File: src/rtl/qstage_ctrl_dispatch.sv
// qstage_ctrl_dispatch: control-write dispatcher for the quadtree stage tables.
//
// Table-write commands arrive through a valid/ready handshake and wait in a
// small FIFO. Each command is replayed as cmd_len_i+1 single-cycle write beats
// to one partition (one-hot enable) or to all partitions (broadcast). The
// address auto-increments on every beat, and the data word optionally does
// too. Back-to-back commands run with no idle cycle between them.
//
// Ports:
//   clk_i        clock
//   rst_n_i      synchronous active-low reset
//   cmd_valid_i  command valid
//   cmd_ready_o  FIFO can accept (registered; independent of cmd_valid_i)
//   cmd_addr_i   start address
//   cmd_data_i   first data word
//   cmd_sel_i    target part (ignored when cmd_bcast_i is high)
//   cmd_bcast_i  write all parts
//   cmd_len_i    burst length minus one
//   cmd_inc_i    increment data by one on each beat
//   wr_addr_o    table write address
//   wr_data_o    table write data
//   wr_en_o      per-part write enable
//   busy_o       FIFO non-empty or burst in progress
//   done_o       one-cycle pulse on a command's last write beat
//   err_o        sticky invalid-select flag (cleared only by reset)
module qstage_ctrl_dispatch #(
    parameter int unsigned A_WIDTH    = 4,
    parameter int unsigned D_WIDTH    = 32,
    parameter int unsigned PARTS_CNT  = 4,
    parameter int unsigned SEL_WIDTH  = ($clog2(PARTS_CNT) > 0 ? $clog2(PARTS_CNT) : 1),
    parameter int unsigned FIFO_DEPTH = 4
) (
    input  logic                 clk_i,
    input  logic                 rst_n_i,
    input  logic                 cmd_valid_i,
    output logic                 cmd_ready_o,
    input  logic [A_WIDTH-1:0]   cmd_addr_i,
    input  logic [D_WIDTH-1:0]   cmd_data_i,
    input  logic [SEL_WIDTH-1:0] cmd_sel_i,
    input  logic                 cmd_bcast_i,
    input  logic [A_WIDTH-1:0]   cmd_len_i,
    input  logic                 cmd_inc_i,
    output logic [A_WIDTH-1:0]   wr_addr_o,
    output logic [D_WIDTH-1:0]   wr_data_o,
    output logic [PARTS_CNT-1:0] wr_en_o,
    output logic                 busy_o,
    output logic                 done_o,
    output logic                 err_o
);

    localparam int unsigned PtrW    = $clog2(FIFO_DEPTH);
    // One extra bit so PARTS_CNT itself is representable for the range check.
    localparam int unsigned SelCmpW = SEL_WIDTH + 1;
    localparam logic [SelCmpW-1:0] PartsLimit = SelCmpW'(PARTS_CNT);

    typedef enum logic [0:0] {StIdle, StRun} state_e;

    // ------------------------------------------------------------------
    // Command FIFO
    // ------------------------------------------------------------------
    logic [A_WIDTH-1:0]   fifo_addr_q  [FIFO_DEPTH];
    logic [D_WIDTH-1:0]   fifo_data_q  [FIFO_DEPTH];
    logic [SEL_WIDTH-1:0] fifo_sel_q   [FIFO_DEPTH];
    logic                 fifo_bcast_q [FIFO_DEPTH];
    logic [A_WIDTH-1:0]   fifo_len_q   [FIFO_DEPTH];
    logic                 fifo_inc_q   [FIFO_DEPTH];

    // Pointers carry a wrap bit so full and empty are distinguishable.
    logic [PtrW:0] wr_ptr_q, wr_ptr_d;
    logic [PtrW:0] rd_ptr_q, rd_ptr_d;
    logic          fifo_empty;
    logic          fifo_full;
    logic          push;
    logic          pop;

    assign fifo_empty = (wr_ptr_q == rd_ptr_q);
    assign fifo_full  = (wr_ptr_q[PtrW] != rd_ptr_q[PtrW]) &&
                        (wr_ptr_q[PtrW-1:0] == rd_ptr_q[PtrW-1:0]);
    assign push       = cmd_valid_i && !fifo_full;

    always_ff @(posedge clk_i) begin
        if (push) begin
            fifo_addr_q[wr_ptr_q[PtrW-1:0]]  <= cmd_addr_i;
            fifo_data_q[wr_ptr_q[PtrW-1:0]]  <= cmd_data_i;
            fifo_sel_q[wr_ptr_q[PtrW-1:0]]   <= cmd_sel_i;
            fifo_bcast_q[wr_ptr_q[PtrW-1:0]] <= cmd_bcast_i;
            fifo_len_q[wr_ptr_q[PtrW-1:0]]   <= cmd_len_i;
            fifo_inc_q[wr_ptr_q[PtrW-1:0]]   <= cmd_inc_i;
        end
    end

    // Head-of-queue view; only consumed when the FIFO is non-empty.
    logic [A_WIDTH-1:0]   head_addr;
    logic [D_WIDTH-1:0]   head_data;
    logic [SEL_WIDTH-1:0] head_sel;
    logic                 head_bcast;
    logic [A_WIDTH-1:0]   head_len;
    logic                 head_inc;
    logic                 head_ok;
    logic [PARTS_CNT-1:0] head_mask;

    assign head_addr  = fifo_addr_q[rd_ptr_q[PtrW-1:0]];
    assign head_data  = fifo_data_q[rd_ptr_q[PtrW-1:0]];
    assign head_sel   = fifo_sel_q[rd_ptr_q[PtrW-1:0]];
    assign head_bcast = fifo_bcast_q[rd_ptr_q[PtrW-1:0]];
    assign head_len   = fifo_len_q[rd_ptr_q[PtrW-1:0]];
    assign head_inc   = fifo_inc_q[rd_ptr_q[PtrW-1:0]];

    // A select past the last part can only happen for non-power-of-2 counts.
    assign head_ok = head_bcast || ({1'b0, head_sel} < PartsLimit);

    always_comb begin
        head_mask = '0;
        for (int unsigned i = 0; i < PARTS_CNT; i++) begin
            head_mask[i] = head_bcast || ({1'b0, head_sel} == SelCmpW'(i));
        end
    end

    // ------------------------------------------------------------------
    // Dispatch FSM and working registers
    // ------------------------------------------------------------------
    state_e               state_q, state_d;
    logic [A_WIDTH-1:0]   cur_addr_q, cur_addr_d;
    logic [D_WIDTH-1:0]   cur_data_q, cur_data_d;
    logic [PARTS_CNT-1:0] cur_mask_q, cur_mask_d;
    logic                 cur_inc_q, cur_inc_d;
    logic [A_WIDTH-1:0]   remaining_q, remaining_d;
    logic                 err_q, err_d;

    always_comb begin
        state_d     = state_q;
        cur_addr_d  = cur_addr_q;
        cur_data_d  = cur_data_q;
        cur_mask_d  = cur_mask_q;
        cur_inc_d   = cur_inc_q;
        remaining_d = remaining_q;
        err_d       = err_q;
        pop         = 1'b0;

        unique case (state_q)
            StIdle: begin
                if (!fifo_empty) begin
                    pop = 1'b1;
                end
            end
            StRun: begin
                if (remaining_q != '0) begin
                    cur_addr_d  = cur_addr_q + A_WIDTH'(1);
                    cur_data_d  = cur_data_q + D_WIDTH'(cur_inc_q);
                    remaining_d = remaining_q - A_WIDTH'(1);
                end else if (!fifo_empty) begin
                    // Last beat: chain straight into the next command.
                    pop = 1'b1;
                end else begin
                    state_d = StIdle;
                end
            end
            default: state_d = StIdle;
        endcase

        if (pop) begin
            if (head_ok) begin
                state_d     = StRun;
                cur_addr_d  = head_addr;
                cur_data_d  = head_data;
                cur_mask_d  = head_mask;
                cur_inc_d   = head_inc;
                remaining_d = head_len;
            end else begin
                // Invalid select: drop the command, flag it, no write.
                state_d = StIdle;
                err_d   = 1'b1;
            end
        end
    end

    always_comb begin
        wr_ptr_d = wr_ptr_q;
        rd_ptr_d = rd_ptr_q;
        if (push) begin
            wr_ptr_d = wr_ptr_q + (PtrW + 1)'(1);
        end
        if (pop) begin
            rd_ptr_d = rd_ptr_q + (PtrW + 1)'(1);
        end
    end

    always_ff @(posedge clk_i) begin
        if (!rst_n_i) begin
            state_q     <= StIdle;
            wr_ptr_q    <= '0;
            rd_ptr_q    <= '0;
            cur_addr_q  <= '0;
            cur_data_q  <= '0;
            cur_mask_q  <= '0;
            cur_inc_q   <= 1'b0;
            remaining_q <= '0;
            err_q       <= 1'b0;
        end else begin
            state_q     <= state_d;
            wr_ptr_q    <= wr_ptr_d;
            rd_ptr_q    <= rd_ptr_d;
            cur_addr_q  <= cur_addr_d;
            cur_data_q  <= cur_data_d;
            cur_mask_q  <= cur_mask_d;
            cur_inc_q   <= cur_inc_d;
            remaining_q <= remaining_d;
            err_q       <= err_d;
        end
    end

    // ------------------------------------------------------------------
    // Outputs: decodes of registered state only
    // ------------------------------------------------------------------
    assign cmd_ready_o = !fifo_full;
    assign wr_addr_o   = cur_addr_q;
    assign wr_data_o   = cur_data_q;
    assign wr_en_o     = (state_q == StRun) ? cur_mask_q : '0;
    assign done_o      = (state_q == StRun) && (remaining_q == '0);
    assign busy_o      = (state_q == StRun) || !fifo_empty;
    assign err_o       = err_q;

endmodule

File: config.mk
export PLATFORM = sky130hd
export DESIGN_NAME = qstage_ctrl_dispatch
export DESIGN_NICKNAME = d
export VERILOG_FILES = /design/src/rtl/qstage_ctrl_dispatch.sv
export SDC_FILE = /design/constraint.sdc
export NUM_CORES = 1
export LEC_CHECK = 0
export CELL_PAD_IN_SITES_DETAIL_PLACEMENT = 1
export CELL_PAD_IN_SITES_GLOBAL_PLACEMENT = 2
export CORE_ASPECT_RATIO = 0.8
export CORE_MARGIN = 4
export CORE_UTILIZATION = 41
export DETAILED_ROUTE_END_ITERATION = 12
export GPL_TIMING_DRIVEN = 0
export PLACE_DENSITY = 0.8
export SLEW_MARGIN = 20
export SYNTH_ARGS = -nofsm -noshare
export SYNTH_HDL_FRONTEND = slang
export SYNTH_SLANG_ARGS = --single-unit
File: constraint.sdc
create_clock -name clk_i -period 3.1 [get_ports clk_i]
set_input_delay 0.775 -clock clk_i [delete_from_list [all_inputs] [get_ports clk_i]]
set_output_delay 0.775 -clock clk_i [all_outputs]
set_load 0.01 [all_outputs]
**Word-level counts from Yosys, hierarchy flattened**

Memories as Yosys holds them, arrays and structs flattened. A register that Yosys moved wholly into a read port is not among the register bits.
Cells that the tools add are included.

- Add/sub/neg operators: 5
- Equality and inequality tests: 6
- Multiplexer cells: 28
- Bitwise operators: 1
- Reduce and logical (&&, ||, !) cells: 17

Operator list:

| kind | number |
|---|---|
| $mux W32 | 3 |
| $add A32 B1 Y32 | 1 |
| $mux W4 | 7 |
| $mux W2 | 10 |
| $mux W1 | 7 |
| $add A3 B1 Y3 const B | 2 |
| $logic_or A1 B1 Y1 | 5 |
| $add A4 B1 Y4 const B | 1 |
| $eq A2 B2 Y1 const B | 2 |
| $logic_not A4 Y1 | 1 |
| $reduce_bool A2 Y1 | 2 |
| $reduce_bool A4 Y1 | 1 |
| $sub A4 B1 Y4 const B | 1 |
| $eq A3 B3 Y1 | 1 |
| $logic_and A1 B1 Y1 | 3 |
| $logic_not A1 Y1 | 3 |
| $eq A2 B1 Y1 const B | 1 |
| $eq A2 B2 Y1 | 1 |
| $logic_not A2 Y1 | 1 |
| $pmux W1 S2 | 1 |
| $reduce_and A2 Y1 | 1 |
| $ne A1 B1 Y1 | 1 |
| $not A1 Y1 | 1 |

- Bits in registers: 51
- RAM bits: 176
- Output and inout port bits: 44
- Logic and storage cells: 70
- Memories: 6

Memories:

| memory | depth | bits a word | read ports | clocked after memory_dff | wr ports | line | source |
|---|---|---|---|---|---|---|---|
| fifo_data_q | 4 | 32 | 1 | 1 | 1 | 62 | `logic [D_WIDTH-1:0] fifo_data_q [FIFO_DEPTH];` |
| fifo_addr_q | 4 | 4 | 1 | 1 | 1 | 61 | `logic [A_WIDTH-1:0] fifo_addr_q [FIFO_DEPTH];` |
| fifo_len_q | 4 | 4 | 1 | 1 | 1 | 65 | `logic [A_WIDTH-1:0] fifo_len_q [FIFO_DEPTH];` |
| fifo_sel_q | 4 | 2 | 1 | 1 | 1 | 63 | `logic [SEL_WIDTH-1:0] fifo_sel_q [FIFO_DEPTH];` |
| fifo_bcast_q | 4 | 1 | 1 | 1 | 1 | 64 | `logic fifo_bcast_q [FIFO_DEPTH];` |
| fifo_inc_q | 4 | 1 | 1 | 1 | 1 | 66 | `logic fifo_inc_q [FIFO_DEPTH];` |

**Logic depth before layout (Yosys ltp)**

- Word-level depth: 6
- Depth in mapped cells: 10

**Least setup slack after synthesis**

OpenSTA, ideal clock, no wires.

- Path type: input -> register
- From: input port cmd_valid_i
- To: memory fifo_addr_q[3][0] (enable)
- Library setup time: 0.407 ns
- Arrival: 2.123 ns
- Required time: 2.693 ns
- Slack: 0.570 ns
- Stages: 2
- Cell sequence: o31a_1 -> and2_1

- Longest elaborated chain between the ends: 3

Ends and longest elaborated chain:

| what | line | source |
|---|---|---|
| from (decl) | 35 | `input logic cmd_valid_i,` |
| $logic_and A1 B1 Y1 | 79 | `assign push = cmd_valid_i && !fifo_full;` |
| $mux W1 | 82 | `if (push) begin` |
| $mux W1 (implied by the code) | 83 | `fifo_addr_q[wr_ptr_q[PtrW-1:0]] <= cmd_addr_i;` |
| to (decl) | 61 |  |

No other way between the ends.

**Worst setup path in the final report**

- From: register rd_ptr_q[0]
- To: output port busy_o

- Longest elaborated chain between the ends: 3

Ends and longest elaborated chain:

| what | line | source |
|---|---|---|
| from (decl) | 70 | `logic [PtrW:0] rd_ptr_q, rd_ptr_d;` |
| from (signal assigned) | 202 | `rd_ptr_q <= rd_ptr_d;` |
| $eq A3 B3 Y1 | 76 | `assign fifo_empty = (wr_ptr_q == rd_ptr_q);` |
| $logic_not A1 Y1 | 220 | `assign busy_o = (state_q == StRun) \|\| !fifo_empty;` |
| $logic_or A1 B1 Y1 | 220 |  |
| to (decl) | 46 | `output logic busy_o,` |

No other way between the ends.

==> flow_metrics.tcl <==
set metrics [dict create \
    syn_area_um2 9370 \
    areaGrowthSynthToFinish_pct 21.7 \
    clock_tree_skew_after_final_layout_ps 14.7 \
    post_drt_wl_per_cell_um 23.7 \
    setup.worst_path.start_class "flop" \
    fillerInstances 2208 \
    max_freq_mhz 342 \
    global_route.overflow_total 0 \
    max_cap_viols 0 \
    power.total_mw 10.4 \
    postCtsHoldBufs 0 \
    dpl_worst_slack_ps 413 \
    postLayoutCoreUtil_pct 50.7 \
    start_util_pct 41.6 \
    synthDistinctLibCells 50 \
    final_antenna_net_count 0 \
    final_common_cell "sky130_fd_sc_hd__edfxtp_1" \
    io_pins 91 \
    route.final.wire_length_um 24900 \
    finalSetupViolCount 0 \
    synth-main-ff-cell "sky130_fd_sc_hd__edfxtp_1" \
    critical_path.endpoint_type "output port" \
    drcViolationCount 0 \
    post_route_cells_drive_above_1_share_pct 15.8 \
    drtIter0Drc 358 \
    postSynthNetCount 669 \
    syn_area_per_cell_um2 15.3 \
    hold_violation_count_in_the_final_report 0 \
    async_flop_share_pct 0 \
    worstPathRequired_ps 2320 \
    via_count 5899 \
    synth_enable_flop_cells 176 \
    worst_slew_pin_slew_ps 825 \
    post-route-min-period_ps 2920 \
    dr.pass1.iters 5 \
    cellPowerDensity_nw_per_um2 911 \
    antenna-diode-count 0 \
    outcome "finished clean" \
    track_usage_pct 19.7 \
    viasPerCell 5.60 \
    floorplan.die.height_um 143 \
    fin_tns_setup_ps 0 \
    total_leakage_power_nw 3.72 \
    htree_num_levels 1 \
    crit_fanout 5 \
    post-route-period-util_pct 94.3 \
    portBuffers 89 \
    timing_max_transition_violations_final 0 \
    synthesis.instances 612 \
    synthesis.yosys.warnings 0 \
    synth-seq-area-share_pct 68.0 \
    cts_made_buffers 25 \
    finalWeightedCongestion 0.853 \
    nets 786 \
    first_global_vias 6355 \
    clock_tree.buffer_depth 3 \
    clk-insertion-delay-late_ps 520 \
    holdCritPathClass "reg -> reg" \
    detailedPlacementHpwl_um 17000 \
    max-vdd-ir-drop_uv 510 \
    final.hold.worst_slack_ps 470 \
    setup.worst_path.class "reg -> out" \
    grt_antenna_before_repair 0 \
    cts_sinks 230 \
    placementRows 49 \
    most-common-layout-cells "sky130_fd_sc_hd__edfxtp_1 (176), sky130_fd_sc_hd__clkdlybuf4s50_1 (88), sky130_fd_sc_hd__dfxtp_1 (54)" \
    clock_tree_from_tritoncts "done" \
    clkSlewWorstSetupHoldPaths_ps 60 \
    core-area_um2 22500 \
    grt_pass1_wl_um 38000 \
    grt_max_degree 45 \
    worstPathArrival_ps 2150 \
    floorplan.die_area_um2 25300 \
    synth_seq_cells 230 \
    dieWidth_um 177 \
    root_buffer "sky130_fd_sc_hd__clkbuf_16" \
    final.setup.worst_slack_ps 176 \
    rsz0062_at_grt "no" \
    timing.slew.headroom_pct 45.0 \
]
per-stage QoR:
| step | instances | instance area, µm² |
|---|---|---|
| after floorplan | 612 | 9370 |
| after global placement | 1007 | 10600 |
| after detailed placement | 1008 | 10700 |
| after CTS | 1053 | 11400 |
| after global routing | 1053 | 11400 |
| final | 1053 | 11400 |
flip-flops by register name, summed over array words and instances (netlist names), named ones only:
| signal | cells |
|---|---|
| fifo_data_q | 128 |
| wr_data_o | 32 |
| fifo_addr_q | 16 |
| fifo_len_q | 16 |
| fifo_sel_q | 8 |
| cur_mask_q | 4 |
| fifo_bcast_q | 4 |
| fifo_inc_q | 4 |
| remaining_q | 4 |
| wr_addr_o | 4 |
| rd_ptr_q | 3 |
| wr_ptr_q | 3 |
| cur_inc_q | 1 |
| state_q | 1 |
worst max-delay path, cell delays in order, from the launching register on:
cell	delay, ps
sky130_fd_sc_hd__dfxtp_1	390
sky130_fd_sc_hd__xnor2_1	360
sky130_fd_sc_hd__nand4_1	310
sky130_fd_sc_hd__clkdlybuf4s50_1	570
routing by layer:
metal / vias up / track usage [%] / wire (µm)
li1: 2654 / - / -
met1: 3038 / 28.4 / 11500
met2: 164 / 31.3 / 11600
met3: 43 / 3.36 / 1210
met4: 0 / 5.29 / 628
met5: - / 0 / 0
cell families (layout without fill, tap and decap cells):
| family | Yosys count | count (layout) | share of synthesized area [%] |
|---|---|---|---|
| adder cells (fa/ha/maj) | 10 | 10 | 1.34 |
| flip-flops | 230 | 230 | 68.0 |
| multiplexers | 53 | 53 | 11.5 |
| other | 1 | 1 | 0.0400 |
| XOR/XNOR | 16 | 16 | 1.50 |
| buffers and inverters | 46 | 181 | 2.38 |
| AO/OA/AOI/OAI | 112 | 112 | 7.60 |
| AND/OR/NAND/NOR | 144 | 144 | 7.71 |
Yosys cell counts (all sizes together), types with 5 or more instances:
master | n | share of area (%)
nor3 | 11 | 0.64
o21ai | 25 | 1.3
clkbuf | 9 | 0.36
inv | 11 | 0.44
edfxtp | 176 | 56
and2 | 9 | 0.60
nand4 | 14 | 0.93
nand2 | 30 | 1.2
xnor2 | 7 | 0.65
mux4 | 43 | 10
a211oi | 7 | 0.56
a21oi | 36 | 1.9
nor2 | 37 | 1.5
ha | 10 | 1.3
dfxtp | 54 | 12
mux2 | 6 | 0.72
a32oi | 6 | 0.56
xor2 | 9 | 0.84
a31oi | 15 | 1.0
buf | 26 | 1.6
nand3 | 17 | 0.91
and3 | 5 | 0.33
area by class of cell:
| cell class | count | area, µm² | share of cell area, % |
|---|---|---|---|
| repair buffers | 90 | 910 | 7.98 |
| plain buffers | 35 | 181 | 1.59 |
| clock buffers | 33 | 666 | 5.84 |
| flip-flops and latches | 230 | 6370 | 55.8 |
| multi-input cells | 336 | 2790 | 24.5 |
| well taps | 306 | 383 | 3.36 |
| inverters | 11 | 41.3 | 0.362 |
| clock inverters | 12 | 67.6 | 0.592 |
power by group:
| part | switching, mW | internal (mW) | total, mW |
|---|---|---|---|
| clock network | 1.19 | 1.51 | 2.71 |
| registers | 0.449 | 3.75 | 4.20 |
| logic | 1.95 | 1.52 | 3.47 |
| total | 3.60 | 6.79 | 10.4 |
worst paths after layout:
check / start / endpoint / slack, ps / depth (start not counted)
setup / recovery: rd_ptr_q[0] / busy_o / 180 / 3
hold / removal: cur_inc_q / cur_inc_q / 470 / 2
setup reg to reg: remaining_q[0] / cur_mask_q[2] / 590 / 9
hold reg to reg: cur_inc_q / cur_inc_q / 470 / 2
repair_timing:
action | CTS | global route
endpoints found under the setup margin | 1 | 0
buffers inserted | 0 | 0
gates resized for setup | 1 | 0
(Power assumes the default switching activity.)
==> edit 1, RTL diff (config.mk and constraints unchanged) <==
Make the reset (`rst_n_i`) asynchronous in one clocked block. Comments in the files are not updated.
--- a/src/rtl/qstage_ctrl_dispatch.sv
+++ b/src/rtl/qstage_ctrl_dispatch.sv
@@ -186,5 +186,5 @@
     end
 
-    always_ff @(posedge clk_i) begin
+    always_ff @(posedge clk_i or negedge rst_n_i) begin
         if (!rst_n_i) begin
             state_q     <= StIdle;
Formal check against the unedited RTL: differs if rst_n_i is asserted again (counterexample within 4 cycles, from zero or initial values and one cycle with rst_n_i low); with rst_n_i held inactive, the same outputs for 4 cycles.
==> edit 1 against the unedited design <==
Cell count shrank 3.3%. Critical path depth rose by 2. Non-clock buffer count fell by 10. Clock skew is 0.0029 ns lower. Total power up 13%. Setup slack worse by 0.083 ns. Sequential power increased by 15%. Sequential cell count decreased by 2. Wire length shrank 1.6%. Cell area rose by 1.2%. Sequential share of layout area grew 1.2 points. Synthesized area rose by 0.96%. Clock power is 2% lower.
==> edit 1: results (changes against the unedited design) <==
| Metric | Value |
|---|---|
| Status | completed (unchanged) |
| Clock buf/inv share | 0.0635 (was 0.0643) |
| Post-Place Setup Slack | -0.264 ns (was 0.413 ns) |
| Pleak | 4.01 nW (was 3.72 nW) |
| WP data arrival | 2.23 ns (was 2.15 ns) |
| CP Max Fanout | 10 (was 5) |
| Area after DPL | 10,700 um2 (about the same) |
| M1 GR Usage | 0.270 (was 0.284) |
| Drt first-iter violations | 386 (was 358) |
| Maximum vdd drop | 0.418 mV (was 0.510 mV) |
| First-pass GRT wire length | 37.2 mm (was 38.0 mm) |
| Mapped Avg Cell Area | 16.4 um2 (was 15.3 um2) |
| Top post-synthesis cells by count | 176 x edfxtp_1, 52 x dfrtp_1, 45 x nand2_1 (was 176 x edfxtp_1, 54 x dfxtp_1, 43 x mux4_2) |
| Largest net degree at the start of global routing | 53 (was 45) |
| Sequential cell area share | 0.571 (was 0.558) |
| Metal2 WL | 11.7 mm (was 11.6 mm) |
| Multi-input gate share of total cell area | 0.237 (was 0.245) |
| DRT met1 WL | 11.0 mm (was 11.5 mm) |
| Gpl congestion | 0.880 (was 0.853) |
| Rel. slew slack | 0.486 (was 0.450) |
| CORE AREA | 22,600 um2 (was 22,500 um2) |
| Gr usage total | 0.193 (was 0.197) |
| Largest cells by area after synthesis | edfxtp_1 56%, dfrtp_1 14%, mux4_2 10%, nand2_1 1.8%, ha_1 1.3% (was edfxtp_1 56%, dfxtp_1 12%, mux4_2 10%, a21oi_1 1.9%, nor2_1 1.5%) |
| GR Util met3 | 0.0416 (was 0.0336) |
| Seq/Total Area, Yosys | 0.696 (was 0.680) |
| Worst-Margin Slew | 0.768 ns (was 0.825 ns) |
| Worst Skew | 0.0118 ns (was 0.0147 ns) |
| Fillcell total | 2,180 (was 2,208) |
| Fin nets | 751 (was 786) |
| Worst r2r dst | wr_data_o[31]$_DFFE_PN0P_ (was cur_mask_q[2]$_SDFFE_PN0N_) |
| Setup Fix Bufs, Post-CTS | 1 (was 0) |
| Met3 wire length | 1.32 mm (was 1.21 mm) |
| Post-route cell area | 11,500 um2 (was 11,400 um2) |
| Num CTS Buffers | 24 (was 25) |
| Bufs w/o clock | 115 (was 125) |
| DP Wirelength | 16.5 mm (was 17.0 mm) |
| Post-route insts no fill | 1,018 (was 1,053) |
| Yosys cell types | 57 (was 50) |
| Non-clk invs | 19 (was 11) |
| Register-to-register setup slack | 0.24 ns (was 0.59 ns) |
| Vias in the first global route | 6,072 (was 6,355) |
| WHS | 0.317 ns (was 0.470 ns) |
| Placed Cells | 973 (was 1,008) |
| Met2 Usage GRT | 0.315 (was 0.313) |
edit 1: cell count changes after synthesis, moves of 5 or more:
cell      before  now
a31oi_1       15    6
inv_1         11   18
and3_1         5   11
nand2_1       30   45
buf_2         19   14
nor2_1        37   30
dfrtp_1        0   52
nand3_1       17   12
dfxtp_1       54    0
a311oi_1       0    6
a32oi_1        6    1
a21oi_1       36   20
edit 1: power by group through the flow:
stage / clock network [mW] / registers, mW / logic [mW]
floorplan: 0 / 4.79 / 2.39
global placement: 0 / 4.86 / 3.97
detailed placement: 0 / 4.89 / 4.14
CTS: 2.73 / 4.85 / 4.25
global route: 2.87 / 4.94 / 4.56
finish: 2.66 / 4.85 / 4.20
edit 1: logic make-up after synthesis:
family                     share of synthesized area
buffers and inverters                         0.0217
muxes                                          0.112
and+or+nand+nor                               0.0843
DFF                                            0.696
adders and majority gates                     0.0132
other                                       0.000396
AOI/OAI and AO/OA                             0.0628
xor gates and xnor gates                     0.00926
edit 1: worst max path at each step:
stage,slack (ns),end,cells after the start,start
6_report,0.09,cmd_ready_o,5,rd_ptr_q[1]$_DFFE_PN0N_
5_1_grt,-0.009,cmd_ready_o,5,rd_ptr_q[1]$_DFFE_PN0N_
4_1_cts,0.04,busy_o,5,rd_ptr_q[0]$_DFFE_PN0N_
3_5_place_dp,-0.26,busy_o,5,rd_ptr_q[1]$_DFFE_PN0N_
3_3_place_gp,-0.57,fifo_data_q[3][25]$_DFFE_PP_,2,cmd_valid_i
2_1_floorplan,0.57,fifo_addr_q[3][0]$_DFFE_PP_,5,rd_ptr_q[0]$_DFFE_PN0N_
edit 1: worst max-delay path, stage by stage, from the launching register on:
cell and delay (ns):
dfrtp_1 0.37, buf_4 0.28, xor2_4 0.23, nor2_1 0.09, nand2_1 0.18, clkdlybuf4s50_1 0.57
==> edit 2, RTL diff (config.mk and constraints unchanged) <==
Without the edit above. Change the parameter `FIFO_DEPTH` from 4 to 8.
--- a/src/rtl/qstage_ctrl_dispatch.sv
+++ b/src/rtl/qstage_ctrl_dispatch.sv
@@ -29,5 +29,5 @@
     parameter int unsigned PARTS_CNT  = 4,
     parameter int unsigned SEL_WIDTH  = ($clog2(PARTS_CNT) > 0 ? $clog2(PARTS_CNT) : 1),
-    parameter int unsigned FIFO_DEPTH = 4
+    parameter int unsigned FIFO_DEPTH = 8
 ) (
     input  logic                 clk_i,
Behaviour: no difference found for any inputs over 4 cycles, from zero or initial values and one cycle with rst_n_i low; that may be too few to reach the edited logic, so the function may still have changed.
==> edit 2 against the unedited design <==
Critical path type unchanged. Cell area rose by 73%. Sequential cell count is 179 higher. Combinational power rose by 22%. Highest routed layer unchanged. Total power up 53%. Setup slack got worse by 0.033 ns. Largest cell class unchanged. Synthesized area is 74% higher. Wire length grew 75%. Clock power up 81%.
==> edit 2: results (changes against the unedited design) <==
| Metric | Value |
|---|---|
| Maximum vdd drop | 0.471 mV (was 0.510 mV) |
| Max reg flops | 256 (was 128) |
| Max H-tree Level | 2 (was 1) |
| Register-to-register setup slack | 0.22 ns (was 0.59 ns) |
| Worst Skew | 0.0171 ns (was 0.0147 ns) |
| Largest cells by area after synthesis | edfxtp_1 65%, mux4_2 12%, dfxtp_1 7.0%, mux2i_1 1.6%, mux2_2 0.97% (was edfxtp_1 56%, dfxtp_1 12%, mux4_2 10%, a21oi_1 1.9%, nor2_1 1.5%) |
| WP data arrival | 2.18 ns (was 2.15 ns) |
| R2R depth | 10 (was 9) |
| Drt first-iter violations | 850 (was 358) |
| Skew-Pair Late Insertion Delay | 0.56 ns (was 0.52 ns) |
| Seq/Total Area, Yosys | 0.718 (was 0.680) |
| Yosys cell types | 65 (was 50) |
| DP Wirelength | 29.7 mm (was 17.0 mm) |
| Mapped Nets | 970 (was 669) |
| Vias in the first global route | 9,708 (was 6,355) |
| Status | completed (unchanged) |
| Fillcell total | 3,713 (was 2,208) |
| Fin nets | 1,125 (was 786) |
| Worst r2r dst | wr_addr_o[2]$_SDFFE_PN0P_ (was cur_mask_q[2]$_SDFFE_PN0N_) |
| Hold Path Sink | remaining_q[1]$_SDFFE_PN0P_ (was cur_inc_q$_SDFFE_PN0N_) |
| Worst Hold Launch | remaining_q[1]$_SDFFE_PN0P_ (was cur_inc_q$_SDFFE_PN0N_) |
| Drt total wl | 43.7 mm (was 24.9 mm) |
| Gpl congestion | 0.809 (was 0.853) |
| Post-synth EDFFs | 352 (was 176) |
| Share of post-route cells with drive strength above 1 | 0.221 (was 0.158) |
| Pleak | 6.23 nW (was 3.72 nW) |
-- edit 2: worst max-delay path, stage by stage, from the launching register on --
cell and delay, ns:
dfxtp_1 0.41, xor2_1 0.34, nand4_1 0.30, clkdlybuf4s50_1 0.57
-- edit 2: through the flow --
| stage | hold slack [ns] | cells |
|---|---|---|
| 2_1_floorplan | 0.445 | 916 |
| 6_report | 0.487 | 1639 |
| 3_3_place_gp | 0.463 | 1541 |
| 5_1_grt | 0.514 | 1639 |
| 4_1_cts | 0.490 | 1638 |
| 3_5_place_dp | 0.481 | 1563 |
-- edit 2: routing by layer --
layer	wire, um	vias to the layer above	global-route usage
met5	0	-	0
li1	-	4040	-
met4	923	0	0.0499
met2	20800	273	0.325
met1	19500	4847	0.295
met3	2500	57	0.0362
-- edit 2: where the power goes --
part | total (mW) | switching (mW) | internal, mW
Clock | 4.90 | 2.07 | 2.83
Combinational | 4.22 | 2.35 | 1.86
Sequential | 6.82 | 0.471 | 6.35
-- edit 2: kinds of logic (layout without fill, tap and decap cells) --
family                   Yosys count  count (layout)  share of synthesized area
flip-flops                       409             409                      0.718
other                              1               1                   0.000230
buffers and inverters             60             247                     0.0161
XOR/XNOR                          15              15                    0.00805
AO/OA/AOI/OAI                    126             126                     0.0535
multiplexers                     126             126                      0.144
adder cells (fa/ha/maj)            7               7                    0.00537
AND/OR/NAND/NOR                  172             172                     0.0549
-- edit 2: how the worst max path moves through the flow --
| stage | startpoint | end | slack, ns | cells after the start |
|---|---|---|---|---|
| 2_1_floorplan | wr_ptr_q[1]$_SDFFE_PN0P_ | fifo_addr_q[6][0]$_DFFE_PP_ | -0.38 | 5 |
| 3_3_place_gp | cmd_valid_i | fifo_data_q[2][4]$_DFFE_PP_ | -2.97 | 3 |
| 3_5_place_dp | wr_ptr_q[1]$_SDFFE_PN0P_ | busy_o | -0.34 | 5 |
| 4_1_cts | wr_ptr_q[2]$_SDFFE_PN0P_ | busy_o | 0.005 | 5 |
| 5_1_grt | wr_ptr_q[3]$_SDFFE_PN0P_ | cmd_ready_o | 0.02 | 3 |
| 6_report | wr_ptr_q[3]$_SDFFE_PN0P_ | cmd_ready_o | 0.14 | 3 |
-- edit 2: cell type report --
cell class / instances / area (um2) / area share
buffer: 50 / 230 / 0.0117
tap: 536 / 671 / 0.0340
inverter: 7 / 26.3 / 0.00133
timing repair buffer: 114 / 1290 / 0.0655
clock inverter: 16 / 72.6 / 0.00368
multi-input combinational: 447 / 4460 / 0.226
clock buffer: 60 / 1260 / 0.0640
sequential: 409 / 11700 / 0.594
-- edit 2: repair_timing --
action / CTS / global route
pin swaps: 1 / 1
resized for setup: 7 / 6
buffers inserted: 2 / 1
endpoints found under the setup margin: 20 / 9
